===== config.mk =====
export PLATFORM = sky130hd
export DESIGN_NAME = multicycle_ctrl_flat
export DESIGN_NICKNAME = d
export VERILOG_FILES = /design/src/rtl/multicycle_ctrl_pkg.sv /design/src/rtl/multicycle_ctrl_if.sv /design/src/rtl/multicycle_ctrl_wait_timer.sv /design/src/rtl/multicycle_ctrl.sv /design/src/flat_wrapper.sv
export SDC_FILE = /design/constraint.sdc
export NUM_CORES = 1
export LEC_CHECK = 0
export ABC_AREA = 1
export BUFFER_PORTS_ARGS = -buffer_cell sky130_fd_sc_hd__clkbuf_2
export CAP_MARGIN = 10
export CORE_MARGIN = 1
export CORE_UTILIZATION = 45
export CTS_CLUSTER_DIAMETER = 120
export DETAILED_ROUTE_END_ITERATION = 6
export GPL_TIMING_DRIVEN = 0
export PLACE_DENSITY_LB_ADDON = 0.1
export SYNTH_ARGS = -nofsm -noshare
export SYNTH_HDL_FRONTEND = slang
export SYNTH_SLANG_ARGS = --single-unit

===== constraint.sdc =====
create_clock -name clk -period 5.58 [get_ports clk]
set_input_delay 0.279 -clock clk [delete_from_list [all_inputs] [get_ports clk]]
set_output_delay 0.279 -clock clk [all_outputs]
set_load 0.1 [all_outputs]

===== src/rtl/multicycle_ctrl_pkg.sv =====
// ctrl_pkg: shared definitions for the multi-cycle control unit.
//   state_t      - FSM state encoding (4 bits, exported on state_o)
//   OP_*         - instruction opcodes (IR[15:12])
//   ALUOP_*      - 2-bit ALU opcode handed to the ALU-control decoder
//   SRCB_*       - ALU B-operand mux selects
//   PCSRC_*      - PC source mux selects
//   ctrl_t       - bundle of Moore control outputs for one state
//   decode_state - state -> Moore control outputs
package ctrl_pkg;

    typedef enum logic [3:0] {
        ST_IDLE      = 4'd0,
        ST_FETCH     = 4'd1,
        ST_DECODE    = 4'd2,
        ST_R_EXEC    = 4'd3,
        ST_R_WB      = 4'd4,
        ST_MEM_ADDR  = 4'd5,
        ST_MEM_RD    = 4'd6,
        ST_MEM_WB    = 4'd7,
        ST_MEM_WR    = 4'd8,
        ST_BRANCH    = 4'd9,
        ST_ADDI_EXEC = 4'd10,
        ST_ADDI_WB   = 4'd11,
        ST_JUMP      = 4'd12,
        ST_HALT      = 4'd13
    } state_t;

    localparam logic [3:0] OP_RTYPE = 4'b0000;
    localparam logic [3:0] OP_LW    = 4'b0001;
    localparam logic [3:0] OP_SW    = 4'b0010;
    localparam logic [3:0] OP_BEQ   = 4'b0011;
    localparam logic [3:0] OP_ADDI  = 4'b0100;
    localparam logic [3:0] OP_J     = 4'b0101;
    localparam logic [3:0] OP_HALT  = 4'b1111;

    localparam logic [1:0] ALUOP_FUNCT = 2'b00;
    localparam logic [1:0] ALUOP_ADD   = 2'b10;
    localparam logic [1:0] ALUOP_SUB   = 2'b01;

    localparam logic [1:0] SRCB_REGB = 2'b00;
    localparam logic [1:0] SRCB_ONE  = 2'b01;
    localparam logic [1:0] SRCB_IMM  = 2'b10;
    localparam logic [1:0] SRCB_BOFS = 2'b11;

    localparam logic [1:0] PCSRC_ALU    = 2'b00;
    localparam logic [1:0] PCSRC_ALUOUT = 2'b01;
    localparam logic [1:0] PCSRC_JUMP   = 2'b10;

    typedef struct packed {
        logic       pc_write;
        logic       pc_write_cond;
        logic [1:0] pc_source;
        logic       i_or_d;
        logic       mem_read;
        logic       mem_write;
        logic       reg_dst;
        logic       mem_to_reg;
        logic       reg_write;
        logic       alu_src_a;
        logic [1:0] alu_src_b;
        logic [1:0] alu_op;
        logic       halted;
        logic       fetch;      // FETCH: ir_write/pc_write still need mem_ready
    } ctrl_t;

    function automatic ctrl_t decode_state(state_t s);
        ctrl_t c;
        c        = '0;
        c.alu_op = ALUOP_ADD;
        case (s)
            // IDLE only exists right after reset, so it matches the reset value.
            ST_IDLE:      c.alu_op = ALUOP_FUNCT;
            ST_FETCH: begin
                c.fetch     = 1'b1;
                c.mem_read  = 1'b1;
                c.alu_src_b = SRCB_ONE;
                c.pc_source = PCSRC_ALU;
            end
            ST_DECODE:    c.alu_src_b = SRCB_BOFS;
            ST_R_EXEC: begin
                c.alu_src_a = 1'b1;
                c.alu_src_b = SRCB_REGB;
                c.alu_op    = ALUOP_FUNCT;
            end
            ST_R_WB: begin
                c.reg_write = 1'b1;
                c.reg_dst   = 1'b1;
            end
            ST_MEM_ADDR, ST_ADDI_EXEC: begin
                c.alu_src_a = 1'b1;
                c.alu_src_b = SRCB_IMM;
            end
            ST_MEM_RD: begin
                c.mem_read = 1'b1;
                c.i_or_d   = 1'b1;
            end
            ST_MEM_WB: begin
                c.reg_write  = 1'b1;
                c.mem_to_reg = 1'b1;
            end
            ST_MEM_WR: begin
                c.mem_write = 1'b1;
                c.i_or_d    = 1'b1;
            end
            ST_BRANCH: begin
                c.alu_src_a     = 1'b1;
                c.alu_src_b     = SRCB_REGB;
                c.alu_op        = ALUOP_SUB;
                c.pc_write_cond = 1'b1;
                c.pc_source     = PCSRC_ALUOUT;
            end
            ST_ADDI_WB:   c.reg_write = 1'b1;
            ST_JUMP: begin
                c.pc_write  = 1'b1;
                c.pc_source = PCSRC_JUMP;
            end
            ST_HALT:      c.halted = 1'b1;
            default:      c = '0;
        endcase
        return c;
    endfunction

endpackage


===== src/rtl/multicycle_ctrl_if.sv =====
// multicycle_ctrl_if: controller <-> datapath/memory signal bundle.
//   Inputs to the controller : opcode[3:0], zero, mem_ready
//   Outputs of the controller: PC/memory/IR/register-file strobes and mux
//                              selects, alu_op, halted, bus_error, state_o
//   modport master : the control FSM
//   modport slave  : the datapath / memory side
interface multicycle_ctrl_if;
    logic [3:0] opcode;
    logic       zero;
    logic       mem_ready;
    logic       pc_write;
    logic       pc_write_cond;
    logic [1:0] pc_source;
    logic       i_or_d;
    logic       mem_read;
    logic       mem_write;
    logic       ir_write;
    logic       reg_dst;
    logic       mem_to_reg;
    logic       reg_write;
    logic       alu_src_a;
    logic [1:0] alu_src_b;
    logic [1:0] alu_op;
    logic       halted;
    logic       bus_error;
    logic [3:0] state_o;

    modport master (
        input  opcode, zero, mem_ready,
        output pc_write, pc_write_cond, pc_source, i_or_d, mem_read, mem_write,
               ir_write, reg_dst, mem_to_reg, reg_write, alu_src_a, alu_src_b,
               alu_op, halted, bus_error, state_o
    );

    modport slave (
        output opcode, zero, mem_ready,
        input  pc_write, pc_write_cond, pc_source, i_or_d, mem_read, mem_write,
               ir_write, reg_dst, mem_to_reg, reg_write, alu_src_a, alu_src_b,
               alu_op, halted, bus_error, state_o
    );
endinterface


===== src/rtl/multicycle_ctrl_wait_timer.sv =====
// ctrl_wait_timer: counts consecutive cycles spent waiting on mem_ready.
//   clk, rst_n : clock, async active-low reset
//   clear      : FSM is entering a memory-access state this cycle
//   waiting    : FSM is in a memory-access state and mem_ready=0
//   expire     : this waiting cycle is the TIMEOUT-th in a row (0 if TIMEOUT=0)
module ctrl_wait_timer #(
    parameter int TIMEOUT = 16,
    parameter int CNT_W   = 5
) (
    input  logic clk,
    input  logic rst_n,
    input  logic clear,
    input  logic waiting,
    output logic expire
);
    localparam bit               ENABLED = (TIMEOUT > 0);
    localparam logic [CNT_W-1:0] LAST    = CNT_W'(ENABLED ? TIMEOUT - 1 : 0);

    logic [CNT_W-1:0] cnt;

    always_ff @(posedge clk or negedge rst_n) begin
        if (!rst_n) begin
            cnt <= '0;
        end else if (clear) begin
            cnt <= '0;
        end else if (waiting && ENABLED) begin
            cnt <= cnt + CNT_W'(1);
        end
    end

    // mem_ready=1 drops 'waiting', so a completing access never expires.
    assign expire = ENABLED && waiting && (cnt == LAST);
endmodule


===== src/rtl/multicycle_ctrl.sv =====
// multicycle_ctrl: main multi-cycle control FSM of the 16-bit RISC core.
//   clk   : system clock, rising edge
//   rst_n : asynchronous active-low reset
//   bus   : multicycle_ctrl_if.master - opcode/zero/mem_ready in; all
//           datapath enables, mux selects, alu_op, halted, bus_error and
//           state_o out
// Moore outputs are registered from the next state, so they line up with
// the state register. ir_write/pc_write in FETCH are additionally gated
// combinationally by mem_ready.
module multicycle_ctrl
    import ctrl_pkg::*;
#(
    parameter int TIMEOUT = 16,
    parameter int CNT_W   = 5
) (
    input logic              clk,
    input logic              rst_n,
    multicycle_ctrl_if.master bus
);
    state_t state;
    state_t state_nxt;
    ctrl_t  ctrl_q;
    logic   bus_error_q;
    logic   wait_st;
    logic   enter_wait;
    logic   expire;

    assign wait_st = (state == ST_FETCH) || (state == ST_MEM_RD) || (state == ST_MEM_WR);

    // Counter restarts whenever a new memory access begins.
    assign enter_wait = (state_nxt != state) &&
                        ((state_nxt == ST_FETCH) || (state_nxt == ST_MEM_RD) ||
                         (state_nxt == ST_MEM_WR));

    ctrl_wait_timer #(
        .TIMEOUT (TIMEOUT),
        .CNT_W   (CNT_W)
    ) u_wait_timer (
        .clk     (clk),
        .rst_n   (rst_n),
        .clear   (enter_wait),
        .waiting (wait_st && !bus.mem_ready),
        .expire  (expire)
    );

    always_comb begin
        state_nxt = state;
        case (state)
            ST_IDLE:      state_nxt = ST_FETCH;
            ST_FETCH: begin
                if (bus.mem_ready)  state_nxt = ST_DECODE;
                else if (expire)    state_nxt = ST_HALT;
            end
            ST_DECODE: begin
                case (bus.opcode)
                    OP_RTYPE:     state_nxt = ST_R_EXEC;
                    OP_LW, OP_SW: state_nxt = ST_MEM_ADDR;
                    OP_BEQ:       state_nxt = ST_BRANCH;
                    OP_ADDI:      state_nxt = ST_ADDI_EXEC;
                    OP_J:         state_nxt = ST_JUMP;
                    default:      state_nxt = ST_HALT;   // OP_HALT and illegal
                endcase
            end
            ST_R_EXEC:    state_nxt = ST_R_WB;
            ST_R_WB:      state_nxt = ST_FETCH;
            ST_MEM_ADDR:  state_nxt = (bus.opcode == OP_LW) ? ST_MEM_RD : ST_MEM_WR;
            ST_MEM_RD: begin
                if (bus.mem_ready)  state_nxt = ST_MEM_WB;
                else if (expire)    state_nxt = ST_HALT;
            end
            ST_MEM_WB:    state_nxt = ST_FETCH;
            ST_MEM_WR: begin
                if (bus.mem_ready)  state_nxt = ST_FETCH;
                else if (expire)    state_nxt = ST_HALT;
            end
            ST_BRANCH:    state_nxt = ST_FETCH;
            ST_ADDI_EXEC: state_nxt = ST_ADDI_WB;
            ST_ADDI_WB:   state_nxt = ST_FETCH;
            ST_JUMP:      state_nxt = ST_FETCH;
            ST_HALT:      state_nxt = ST_HALT;
            default:      state_nxt = ST_HALT;
        endcase
    end

    always_ff @(posedge clk or negedge rst_n) begin
        if (!rst_n) begin
            state       <= ST_IDLE;
            ctrl_q      <= '0;
            bus_error_q <= 1'b0;
        end else begin
            state  <= state_nxt;
            ctrl_q <= decode_state(state_nxt);
            if (expire) begin
                bus_error_q <= 1'b1;   // sticky until reset
            end
        end
    end

    assign bus.pc_write      = ctrl_q.pc_write | (ctrl_q.fetch & bus.mem_ready);
    assign bus.ir_write      = ctrl_q.fetch & bus.mem_ready;
    assign bus.pc_write_cond = ctrl_q.pc_write_cond;
    assign bus.pc_source     = ctrl_q.pc_source;
    assign bus.i_or_d        = ctrl_q.i_or_d;
    assign bus.mem_read      = ctrl_q.mem_read;
    assign bus.mem_write     = ctrl_q.mem_write;
    assign bus.reg_dst       = ctrl_q.reg_dst;
    assign bus.mem_to_reg    = ctrl_q.mem_to_reg;
    assign bus.reg_write     = ctrl_q.reg_write;
    assign bus.alu_src_a     = ctrl_q.alu_src_a;
    assign bus.alu_src_b     = ctrl_q.alu_src_b;
    assign bus.alu_op        = ctrl_q.alu_op;
    assign bus.halted        = ctrl_q.halted;
    assign bus.bus_error     = bus_error_q;
    assign bus.state_o       = state;
endmodule

===== src/flat_wrapper.sv =====
// flat-port wrapper written by rule: the top's interface ports become plain ports
module multicycle_ctrl_flat import ctrl_pkg::*;
#(
    parameter int TIMEOUT = 16,
    parameter int CNT_W   = 5
)
  (clk, rst_n, bus_opcode, bus_zero, bus_mem_ready, bus_pc_write, bus_pc_write_cond, bus_pc_source, bus_i_or_d, bus_mem_read, bus_mem_write, bus_ir_write, bus_reg_dst, bus_mem_to_reg, bus_reg_write, bus_alu_src_a, bus_alu_src_b, bus_alu_op, bus_halted, bus_bus_error, bus_state_o);
  multicycle_ctrl_if bus_i ();
  input logic clk;
  input logic rst_n;
  input wire logic [$bits(bus_i.opcode)-1:0] bus_opcode;
  input wire logic [$bits(bus_i.zero)-1:0] bus_zero;
  input wire logic [$bits(bus_i.mem_ready)-1:0] bus_mem_ready;
  output wire logic [$bits(bus_i.pc_write)-1:0] bus_pc_write;
  output wire logic [$bits(bus_i.pc_write_cond)-1:0] bus_pc_write_cond;
  output wire logic [$bits(bus_i.pc_source)-1:0] bus_pc_source;
  output wire logic [$bits(bus_i.i_or_d)-1:0] bus_i_or_d;
  output wire logic [$bits(bus_i.mem_read)-1:0] bus_mem_read;
  output wire logic [$bits(bus_i.mem_write)-1:0] bus_mem_write;
  output wire logic [$bits(bus_i.ir_write)-1:0] bus_ir_write;
  output wire logic [$bits(bus_i.reg_dst)-1:0] bus_reg_dst;
  output wire logic [$bits(bus_i.mem_to_reg)-1:0] bus_mem_to_reg;
  output wire logic [$bits(bus_i.reg_write)-1:0] bus_reg_write;
  output wire logic [$bits(bus_i.alu_src_a)-1:0] bus_alu_src_a;
  output wire logic [$bits(bus_i.alu_src_b)-1:0] bus_alu_src_b;
  output wire logic [$bits(bus_i.alu_op)-1:0] bus_alu_op;
  output wire logic [$bits(bus_i.halted)-1:0] bus_halted;
  output wire logic [$bits(bus_i.bus_error)-1:0] bus_bus_error;
  output wire logic [$bits(bus_i.state_o)-1:0] bus_state_o;
  assign bus_i.opcode = bus_opcode;
  assign bus_i.zero = bus_zero;
  assign bus_i.mem_ready = bus_mem_ready;
  assign bus_pc_write = bus_i.pc_write;
  assign bus_pc_write_cond = bus_i.pc_write_cond;
  assign bus_pc_source = bus_i.pc_source;
  assign bus_i_or_d = bus_i.i_or_d;
  assign bus_mem_read = bus_i.mem_read;
  assign bus_mem_write = bus_i.mem_write;
  assign bus_ir_write = bus_i.ir_write;
  assign bus_reg_dst = bus_i.reg_dst;
  assign bus_mem_to_reg = bus_i.mem_to_reg;
  assign bus_reg_write = bus_i.reg_write;
  assign bus_alu_src_a = bus_i.alu_src_a;
  assign bus_alu_src_b = bus_i.alu_src_b;
  assign bus_alu_op = bus_i.alu_op;
  assign bus_halted = bus_i.halted;
  assign bus_bus_error = bus_i.bus_error;
  assign bus_state_o = bus_i.state_o;
  multicycle_ctrl #(.TIMEOUT(TIMEOUT), .CNT_W(CNT_W)) u_core (.clk(clk), .rst_n(rst_n), .bus(bus_i));
endmodule

Word level (Yosys, flattened, before mapping)
Index checks and enable logic that the tools add are counted.
{ "word_totals": {"output_inout_bits": 22, "register_bits": 27, "wordCells": 94, "inputBits": 8} }
{ "classes": {"add_sub_neg": 1, "bitwise": 2, "eq_ne": 32, "reduce_logical": 19, "muxes": 23} }
{ "ops": {"columns": ["cell", "count"], "rows": [
  ["4-bit equality test (second input constant)", 11],
  ["4-bit by 3-bit equality test with 1-bit output (second input constant)", 10],
  ["4-bit case mux with 8 select lines", 1],
  ["4-bit by 2-bit equality test with 1-bit output (second input constant)", 6],
  ["4-bit 2-to-1 mux", 5],
  ["4-bit case mux with 5 select lines", 1],
  ["4-bit by 1-bit equality test with 1-bit output (second input constant)", 3],
  ["1-bit 2-to-1 mux", 11],
  ["11-bit OR reduction", 1],
  ["5-bit 2-to-1 mux", 2],
  ["4-bit logical NOT", 2],
  ["2-bit case mux with 2 select lines", 2],
  ["2-bit OR reduction", 4],
  ["2-bit case mux with 3 select lines", 1],
  ["6-bit OR reduction", 1],
  ["5-bit by 1-bit adder with 5-bit output (second input constant)", 1],
  ["5-bit by 4-bit equality test with 1-bit output (second input constant)", 1],
  ["1-bit logical OR", 4],
  ["4-bit inequality test", 1],
  ["4-bit OR reduction", 1],
  ["1-bit logical AND", 3],
  ["3-bit OR reduction", 1],
  ["2-bit nonzero test", 1],
  ["1-bit AND", 1],
  ["2 further kinds", 2]
]} }

Longest topological paths before layout
Gate-level depths: netlist (run 1).
{ "depth": {"word_depth": 13, "mapped_depth": 14, "mapped_depth_nobuf": 13} }

Hierarchy
Synthesis (run 1) repeated with hierarchy kept, for this count alone.
{ "hier_totals": {"hier_cells": 227, "area_unflattened_um2": 1545.2} }
{ "by_module_without_submodules": {"columns": ["mod", "seq_area_each_um2", "area_per_inst_um2", "cells_per_inst", "instances"], "rows": [
  ["multicycle_ctrl", 525.5, 1270.0, 194, 1],
  ["ctrl_wait_timer", 125.1, 275.3, 33, 1]
]} }

Worst setup path after synthesis (run 1)
OpenSTA, ideal clock, no wires.
{ "synth_path": {"path_type": "register to register", "start": "register u_core.state[1] (netlist: u_core.bus.state_o[1])", "end": "register u_core.u_wait_timer.cnt[4]", "stages_incl_launch_ff": 14, "required_ns": 5.454, "period_less_slack_ns": 2.428, "arrival_time_ns": 2.303, "slack_ns": 3.152, "setup_ns": 0.126, "path_buffers": 0, "path_cell_list": "dfrtp_1 > inv_1 > nor2_2 > nand2_2 > nand2_1 > nand2_1 > nand2_1 > nand3_2 > nand2_4 > inv_2 > nor2_2 > nand2_2 > nand3_4 > a21oi_2"} }
{ "synth_between": {"elab_chain_len": 13, "elab_cells_between_ends": 32, "cone_classes": "eq/ne (16); mux (6); reduce/logical (10)"} }
{ "synth_lines": {"columns": ["element", "line", "source"], "rows": [
  ["start: declaration", "multicycle_ctrl.sv:20", "state_t state;"],
  ["start signal: assignment", "multicycle_ctrl.sv:91", "state <= state_nxt;"],
  ["4-bit by 1-bit equality test with 1-bit output or 4-bit by 3-bit equality test with 1-bit output (tied branches)", "multicycle_ctrl.sv:28, multicycle_ctrl.sv:48", null],
  ["1-bit logical OR (2 in series)", "multicycle_ctrl.sv:28", "assign wait_st = (state == ST_FETCH) || (state == ST_MEM_RD) || (state == ST_MEM_WR);"],
  ["1-bit logical AND", "multicycle_ctrl.sv:42", ".waiting (wait_st && !bus.mem_ready),"],
  ["1-bit logical AND", "multicycle_ctrl_wait_timer.sv:32", "assign expire = ENABLED && waiting && (cnt == LAST);"],
  ["4-bit 2-to-1 mux", "multicycle_ctrl.sv:52, multicycle_ctrl.sv:69, multicycle_ctrl.sv:74", null],
  ["4-bit 2-to-1 mux (on tied branches)", "multicycle_ctrl.sv:73, multicycle_ctrl.sv:51, multicycle_ctrl.sv:68", null],
  ["4-bit case mux with 8 select lines (*)", "multicycle_ctrl.sv:48", "case (state)"],
  ["via u_core.state_nxt[1]", "multicycle_ctrl.sv:21", "state_t state_nxt;"],
  ["4-bit by 1-bit equality test with 1-bit output or 4-bit by 3-bit equality test with 1-bit output (tied branches)", "multicycle_ctrl.sv:32", "((state_nxt == ST_FETCH) || (state_nxt == ST_MEM_RD) ||"],
  ["1-bit logical OR (2 in series)", "multicycle_ctrl.sv:32", null],
  ["1-bit logical AND (*)", "multicycle_ctrl.sv:31", "assign enter_wait = (state_nxt != state) &&"],
  ["5-bit 2-to-1 mux or 2-bit nonzero test (tied branches)", null, null],
  ["end signal: assignment", "multicycle_ctrl_wait_timer.sv:27", "cnt <= cnt + CNT_W'(1);"],
  ["end: declaration", "multicycle_ctrl_wait_timer.sv:19", "logic [CNT_W-1:0] cnt;"]
]} }
The timed path passes the listed nets; every way through them passes the cells marked *.
A chain may end at the register's enable or synchronous reset.

Worst setup path after layout (run 1)
{ "layout_path": {"start": "register u_core.u_wait_timer.cnt[0]", "end": "register u_core.u_wait_timer.cnt[1]"} }
{ "layout_between": {"elab_chain_len": 10, "elab_cells_between_ends": 18, "cone_classes": "add/sub (1); eq/ne (5); mux (7); reduce/logical (5)"} }
{ "layout_lines": {"columns": ["element", "line"], "rows": [
  ["5-bit by 4-bit equality test with 1-bit output (*)", "multicycle_ctrl_wait_timer.sv:32"],
  ["1-bit logical AND (*)", "multicycle_ctrl_wait_timer.sv:32"],
  ["4-bit 2-to-1 mux (*)", "multicycle_ctrl.sv:52, multicycle_ctrl.sv:69, multicycle_ctrl.sv:74"],
  ["4-bit 2-to-1 mux (on tied branches)", "multicycle_ctrl.sv:73, multicycle_ctrl.sv:51, multicycle_ctrl.sv:68"],
  ["4-bit case mux with 8 select lines (*)", "multicycle_ctrl.sv:48"],
  ["via u_core.state_nxt[2]", "multicycle_ctrl.sv:21"],
  ["4-bit by 1-bit equality test with 1-bit output or 4-bit by 3-bit equality test with 1-bit output (tied branches)", "multicycle_ctrl.sv:32"],
  ["1-bit logical OR (2 in series)", "multicycle_ctrl.sv:32"],
  ["1-bit logical AND (*)", "multicycle_ctrl.sv:31"],
  ["5-bit 2-to-1 mux or 2-bit nonzero test (tied branches)", null]
]} }
The timed path passes the listed nets; every way through them passes the cells marked *. The select of a mux whose other input is x is not followed.

==> results of run 1 <==
## critical path: stages, from the launching register on
cell      delay (ps)
dfrtp_1          430
ha_1             210
and3_1           190
ha_1             250
o211ai_1         240
nand2_1           70
nor2_1           140
nand3_2          160
nand2_1          150
inv_1             60
nand2_2          110
nand3_4          120
a21oi_2          140
## power groups by stage
stage | logic [W] | registers (W) | clock network (W)
final | 0.0000101 | 0.000174 | 0.0000679
after global routing | 0.0000117 | 0.000174 | 0.0000772
after CTS | 0.0000105 | 0.000174 | 0.0000717
after detailed placement | 0.00000998 | 0.000177 | 0
after global placement | 0.00000967 | 0.000177 | 0
after floorplan | 0.00000287 | 0.000177 | 0
## layout make-up
cell class	count	area share (%)
buffer	7	3.066
clock buffer	3	1.314
inverter	19	4.161
multi-input combinational	137	44.45
sequential	24	35.04
tap	44	3.212
timing repair buffer	29	8.759
## worst max path at each step
| stage | to | startpoint | depth (start not counted) |
|---|---|---|---|
| 2_1_floorplan | u_core.u_wait_timer.cnt[4]$_DFFE_PN0P_ | u_core.bus.state_o[1]$_DFF_PN0_ | 13 |
| 3_3_place_gp | u_core.u_wait_timer.cnt[4]$_DFFE_PN0P_ | u_core.u_wait_timer.cnt[0]$_DFFE_PN0P_ | 11 |
| 3_5_place_dp | u_core.u_wait_timer.cnt[1]$_DFFE_PN0P_ | u_core.u_wait_timer.cnt[0]$_DFFE_PN0P_ | 11 |
| 4_1_cts | u_core.u_wait_timer.cnt[1]$_DFFE_PN0P_ | u_core.u_wait_timer.cnt[0]$_DFFE_PN0P_ | 12 |
| 5_1_grt | u_core.u_wait_timer.cnt[1]$_DFFE_PN0P_ | u_core.u_wait_timer.cnt[0]$_DFFE_PN0P_ | 12 |
| 6_report | u_core.u_wait_timer.cnt[1]$_DFFE_PN0P_ | u_core.u_wait_timer.cnt[0]$_DFFE_PN0P_ | 12 |
## cells by family (layout without fill, tap and decap cells)
group,Yosys count,after routing,share of synthesized area [%]
compound gates,13,13,5.975
fa+ha+maj,2,2,1.683
xor+xnor,3,3,1.768
simple gates,118,118,41.16
mux,1,1,0.6734
buf+inv,26,58,8.333
flops,24,24,40.40
## routing by layer
metal	global-route usage [%]	routed length [µm]	vias to the layer above
met4	3.061	27	0
met5	0	0	-
met2	32.91	1443	39
met1	22.80	1295	589
met3	4.367	150	4
li1	-	-	650
## through the flow
step	hold WS [ps]	util, %	instances	power [W]	worst slack [ps]
final	345.2	55.24	263	0.0002519	3255
after global routing	347.5	55.24	263	0.0002628	3100
after CTS	345.0	55.24	263	0.0002561	3246
after detailed placement	303.8	54.19	259	0.0001872	3285
after global placement	296.5	54.19	259	0.0001869	3327
after floorplan	-16.59	-	187	0.0001801	3152
## layout by cell type, fill, tap and decap left out
| master | n |
|---|---|
| nor2_4 | 1 |
| nand3_2 | 5 |
| nand3_4 | 3 |
| nor3_1 | 3 |
| nor3b_2 | 1 |
| mux2i_1 | 1 |
| nand2_1 | 50 |
| nor2_1 | 27 |
| nor2_2 | 4 |
| dfrtp_1 | 24 |
| o21ai_1 | 2 |
| clkbuf_2 | 28 |
| a21oi_2 | 5 |
| dlygate4sd3_1 | 1 |
| inv_1 | 13 |
| nand4_1 | 2 |
| and3_1 | 1 |
| or2_2 | 3 |
| o21ai_0 | 1 |
| ha_1 | 2 |
| nor3_2 | 1 |
| nor3b_1 | 1 |
| a21oi_1 | 3 |
| nand3_1 | 7 |
| o211ai_1 | 2 |
| clkbuf_4 | 3 |
| xor2_1 | 3 |
| buf_4 | 7 |
| nand2_2 | 7 |
| inv_2 | 6 |
| nand2_4 | 2 |
## timing repair
item,CTS,global route
hold buffers,1,0
endpoints found under the hold margin,24,0
resized for setup,0,0
==> summary.md, run 1 <==
| Metric | Value |
|---|---|
| Die W | 59.48 µm |
| Seq pwr share | 69.0% |
| Switch Pwr | 0.00005012 W |
| Number of CTS-inserted buffers | 3 |
| Combinational share of power | 4.0% |
| TritonRoute pass-1 iters | 5 |
| DIE AREA | ~0.0035 mm² |
| Synth cell types | 28 |
| Clock tree buffer depth | 2 |
| Rel. slew slack | 61.83% |
| Largest net degree at the start of global routing | 25 |
| Largest area contributor in the netlist | dfrtp_1 |
| Initial drt markers | 46 |
| Inserted Diodes | 0 |
| Worst R2R Setup Slack | about 3300 ps |
| Total GRT Usage | between 15 and 20% |
| Count of final setup violators | 0 |
| Hold Path Cell Cnt | 3 |
| Setup bufs post-CTS | 0 |
| Antenna Nets Post-Route | 0 |
| Total wire length | 2916 µm |
| Cell count after synthesis | 187 |
| Via/cell ratio | 4.875 |
| Initial antenna violation count | 0 |
| IO buf count | 28 |
| Nets | roughly 230 |
| Switch share | 19.90% |
| Top_reg_cell synth | dfrtp_1 |
| Layout cells sized above 1 | between 30% and 40% |
| TritonCTS Sinks | 24 |
| WHS Endpoint | u_core.bus.alu_src_b[1]$_DFF_PN0_ |
| CP max FO | 7 |
| Crit. End Element | register |
| Hpwl dp | approximately 2400 µm |
| Crit start category | register |
| H-tree depth | 1 |
| Multi-input logic area | 762.0 µm² |
| Clock Power Share | 26.9% |
| # IOs | 30 |
| Kind of critical path | reg2reg |
| P_leak | 0.9833 nW |
| R2R depth | 12 |
| Clock-pin slew reported for the worst setup and hold paths after clock tree synthesis | between 100 and 150 ps |
| Clock root cell | clkbuf_4 |
| Post-synth top cells | 50 x nand2_1, 27 x nor2_1, 24 x dfrtp_1, 13 x inv_1 |
| Filler instances | 318 |
| Hold Vio Cnt, Final | 0 |
| Die Height | between 50 and 60 µm |
| CTS tree | built |
| Int Power | a little over 0.0002 W |
| Total of warnings raised by yosys | 0 |
| WL per Instance | 11.09 µm |
| Reg-to-Reg End | u_core.u_wait_timer.cnt[1]$_DFFE_PN0P_ |
| Yosys top cell area share | 40.40% |
| First-pass GRT wire length | 4974 µm |
| Sequential share of the synthesized area | 40.40% |
| Synth area leaders | dfrtp_1 40%, nand2_1 13%, nor2_1 6.8% |
| Synthesis-stage register bit count | 24 |
| Tmin final | 2325 ps |
| Measured slew at the worst slew-check pin | 572.6 ps |
| Biggest register | u_core.u_wait_timer.cnt |
| Dpl cell area | 0.001682 mm² |
| Status | completed |
| Register Area | 600.6 µm² |
| Max reg flops | 5 |
| Area Growth Syn to Fin | 15.32% |
| RSZ-0062 raised after global routing | no |
| Row count | 20 |
| Clk_lat worst skew | 290 ps |
| Max Clock Freq | 430.1 MHz |
| Setup Skew | 2.302 ps |
| Max Slew Vio Count | 0 |
| Final instance area | 0.001714 mm² |
| R2r startpoint | u_core.u_wait_timer.cnt[0]$_DFFE_PN0P_ |
| Initial core utilization | 47.90% |
| Hold path startpoint | bus_mem_ready |
| GRT overflow | 0 |
| IR drop worst, VDD | between 0.0002 and 0.00025 V |
| Cell area after synthesis | 0.001486 mm² |
| Via count | 1282 |
| Worst min path class | in2reg |
| Synth Area per Inst | about 8 µm² |
| Post-route DRC | 0 |
| Post-synth ARST share | 100.0% |
| PD cells | roughly 150 mW/mm² |
| Vias in the first global route | 1148 |
| Setup_tns | 0 ps |
| Final period utilization | 41.67% |
| EDFF count, synth | 0 |
| Syn Nets | 197 |
| Req. time, crit path | 5810 ps |
| Crit path DAT | ~2600 ps |
| Max-Cap Viols | 0 |
| GPL Wtd Cong | 0.8737 |
| Core area | 0.003103 mm² |
| Leading cell type by number of instances after synthesis | nand2_1 |
Note: power is estimated with default switching activity, not from simulation.
==> inputs of run 2 (changes only) <==
clock period = 1.9 ns   (was 5.58 ns; I/O delays follow)
==> run 2 against run 1 <==
Net effect: the flow now finishes with violations (negative setup slack); global-route usage is 1.2 points higher; final cell count increased by 3.8%; fmax up 16%; wire length rose by 11%; sequential power rose to 2.9 times the previous value; flip-flop and latch count unchanged; clock skew up 4.8 ps; sequential share of layout area fell by 3.5 points; register-to-register slack got worse by 3400 ps; critical endpoint is now u_core.u_wait_timer.cnt[0]$_DFFE_PN0P_.
==> summary.md, run 2 (synthesis results as in run 1) <==
| Metric | Value |
|---|---|
| Biggest register | u_core.u_wait_timer.cnt |
| Final period utilization | 105.2% (+64 points) |
| CP max FO | 5 (-2) |
| Met3 GRT Util | 3.275% (-1.1 points) |
| Setup_tns | -949.3 ps (-949.3 ps) |
| Hpwl dp | 2479 µm (+1.7%) |
| Switch share | 20.98% (+1.1 points) |
| GRT Max-Usage Layer | met2 |
| Req. time, crit path | 2140 ps (-3670 ps) |
| TritonRoute pass-1 iters | 4 (-1) |
| Via count | 1357 (+5.9%) |
| Inserted Diodes | 0 (unchanged) |
| Status | finished, violations left |
| DIE AREA | 0.003537 mm² (unchanged) |
| Combinational share of power | 3.8% (-0.2 points) |
| Max reg flops | 5 (unchanged) |
| Die Height | 59.48 µm (unchanged) |
| Total GRT Usage | 19.71% (+1.2 points) |
| WL per Instance | 11.90 µm (+7.3%) |
| Core area | 0.003103 mm² (unchanged) |
| Clock-pin slew reported for the worst setup and hold paths after clock tree synthesis | 130 ps (+20 ps) |
| Crit start category | register |
| Hold Path Cell Cnt | 3 (unchanged) |
| Routing usage on met2 | 35.47% (+2.6 points) |
| Int Power | 0.0006356 W (+220%) |
| Failing checks | negative setup slack |
| Max Clock Freq | 500.4 MHz (+16%) |
| Max-Cap Viols | 0 (unchanged) |
| Row count | 20 (unchanged) |
| Post-route setup slack | -98.36 ps (-3353 ps) |
| Multi-input logic area | 888.4 µm² (+17%) |
| PD cells | 411.6 mW/mm² (+180%) |
| IO buf count | 28 (unchanged) |
| Crit path buffers/inverters | 1 (unchanged) |
| Measured slew at the worst slew-check pin | 603.9 ps (+31.37 ps) |
| H-tree depth | 1 (unchanged) |
| R2r startpoint | u_core.u_wait_timer.cnt[1]$_DFFE_PN0P_ |
| GRT overflow | 0 (unchanged) |
| Crit. End Element | register |
| Initial drt markers | 51 (+11%) |
| Worst path max stage delay | 410 ps (-20 ps) |
| RSZ-0062 raised after global routing | yes |
| CP endpoint | u_core.u_wait_timer.cnt[0]$_DFFE_PN0P_ |
| Total wire length | 3248 µm (+11%) |
| First-pass GRT wire length | 5181 µm (+4.2%) |
| Number of CTS-inserted buffers | 3 (unchanged) |
| Via/cell ratio | 4.971 (+2.0%) |
| Commonest cells after routing, fill and taps aside | 42 x nand2_1, 28 x clkbuf_2, 20 x dfrtp_1 |
| R2R depth | 12 (unchanged) |
| Dpl cell area | 0.001795 mm² (+6.8%) |
| Met1 Resource Use GR | 24.31% (+1.5 points) |
| Clock tree buffer depth | 2 (unchanged) |
| Max Slew Vio Count | 0 (unchanged) |
| Crit-path cells | ha_2 > and3_4 > ha_4 > o211ai_1 > nand2_1 > nor2_2 > nand3_4 > nand2_2 > inv_2 > nand2_4 > nand3_4 > a21oi_2 |
| Most used cell, CP | nand3_4 |
| Count of final setup violators | 13 (+13) |
| Critical path's top delay family | simple AND/OR/NAND/NOR gates |
| Critical Path Stages | 12 (unchanged) |
| Area Growth Syn to Fin | 31.48% |
| Filler instances | 285 (-10%) |
| Setup Skew | 7.139 ps (+4.837 ps) |
| Antenna Nets Post-Route | 0 (unchanged) |
| # IOs | 30 (unchanged) |
| Switch Pwr | 0.0001687 W (+240%) |
| Die W | 59.48 µm (unchanged) |
| Reg-to-Reg End | u_core.u_wait_timer.cnt[0]$_DFFE_PN0P_ |
| Layout cells sized above 1 | 49.34% (+15 points) |
| TritonCTS Sinks | 24 (unchanged) |
| Register Area | 615.6 µm² (+2.5%) |
| IR drop worst, VDD | 0.0003120 V (+52%) |
| Largest net degree at the start of global routing | 25 (unchanged) |
| P_leak | 1.067 nW (+8.5%) |
| Most common cell after layout, fill and taps aside | nand2_1 |
| Nets | 240 (+3.9%) |
| Crit path DAT | 2240 ps (-320 ps) |
| Clock Power Share | 32.7% (+5.8 points) |
| GPL Wtd Cong | 0.8951 (+2.4%) |
| Final instance area | 0.001954 mm² (+14%) |
| Post-route DRC | 0 (unchanged) |
| Critical Path Start | u_core.u_wait_timer.cnt[1]$_DFFE_PN0P_ |
| Kind of critical path | reg2reg |
| CTS tree | built |
| Clk_lat worst skew | 310 ps (+20 ps) |
| Worst min path class | in2reg |
| Initial antenna violation count | 0 (unchanged) |
| Vias in the first global route | 1193 (+3.9%) |
| Tmin final | 1998 ps (-326.8 ps) |
| Worst R2R Setup Slack | -100 ps (-3350 ps) |
| Hold Vio Cnt, Final | 0 (unchanged) |
| Slowest-stage cell, CP | dfrtp_1 |
| Rel. slew slack | 59.74% (-2.1 points) |
| Seq pwr share | 63.5% (-5.5 points) |
| Clock root cell | clkbuf_4 |
| Initial core utilization | 47.90% (unchanged) |
## run 2: metrics by stage
step                hold slack, ps  setup WS (ps)  utilization, %  total power, W  instances
finish                       153.1         -98.36           62.98       0.0008043        273
floorplan                   -200.6         -14.17               -       0.0005294        187
global route                 165.3         -260.5           62.98       0.0008358        273
global placement             114.6         -192.3           57.86       0.0005487        259
detailed placement           120.4         -232.8           57.86       0.0005500        259
CTS                          142.2         -129.3           61.85       0.0008136        270
## run 2: what timing repair did
| item | in CTS | in global routing |
|---|---|---|
| resized for setup | 10 | 3 |
| cloned | 0 | 0 |
| hold buffers | 1 | 0 |
| pin swaps | 3 | 2 |
| setup endpoints to repair | 14 | 17 |
| hold endpoints to repair | 24 | 0 |
| setup buffers | 6 | 3 |
## run 2: area by class of cell
cell class / count / share of cell area (%)
repair buffers: 38 / 11.33
inverters: 19 / 4.161
well taps: 44 / 2.817
clock buffers: 4 / 1.857
plain buffers: 7 / 2.881
flip-flops and latches: 24 / 31.50
multi-input cells: 137 / 45.45
## run 2: power by group through the flow
stage,logic (W),registers [W],clock network [W]
4_1_cts,0.0000311,0.000511,0.000272
3_5_place_dp,0.0000293,0.000521,0
5_1_grt,0.0000349,0.000511,0.000290
3_3_place_gp,0.0000281,0.000521,0
6_report,0.0000306,0.000511,0.000263
2_1_floorplan,0.00000861,0.000521,0
## run 2: worst register-to-register path: cells and delay by family (launching register included)
family / cells / cell delay, ps
buffers and inverters: 1 / 50
flip-flops: 1 / 410
adder cells (fa/ha/maj): 2 / 350
AO/OA/AOI/OAI: 2 / 320
AND/OR/NAND/NOR: 7 / 820
## run 2: routing by layer
metal | up-vias | part of all wire (%)
met5 | - | 0
met4 | 0 | 1.3
met3 | 4 | 4.9
met2 | 43 | 52
met1 | 639 | 42
li1 | 671 | -
## run 2: how the worst min path moves through the flow
stage / start / endpoint / slack (ps)
after floorplan: rst_n / u_core.bus.alu_op[1]$_DFF_PN0_ / -200
after global placement: rst_n / u_core.bus.reg_dst$_DFF_PN0_ / 110
after detailed placement: rst_n / u_core.bus.reg_dst$_DFF_PN0_ / 120
after CTS: bus_mem_ready / u_core.bus.alu_src_b[0]$_DFF_PN0_ / 140
after global routing: bus_mem_ready / u_core.bus.alu_src_b[1]$_DFF_PN0_ / 170
final: bus_mem_ready / u_core.bus.alu_src_b[1]$_DFF_PN0_ / 150
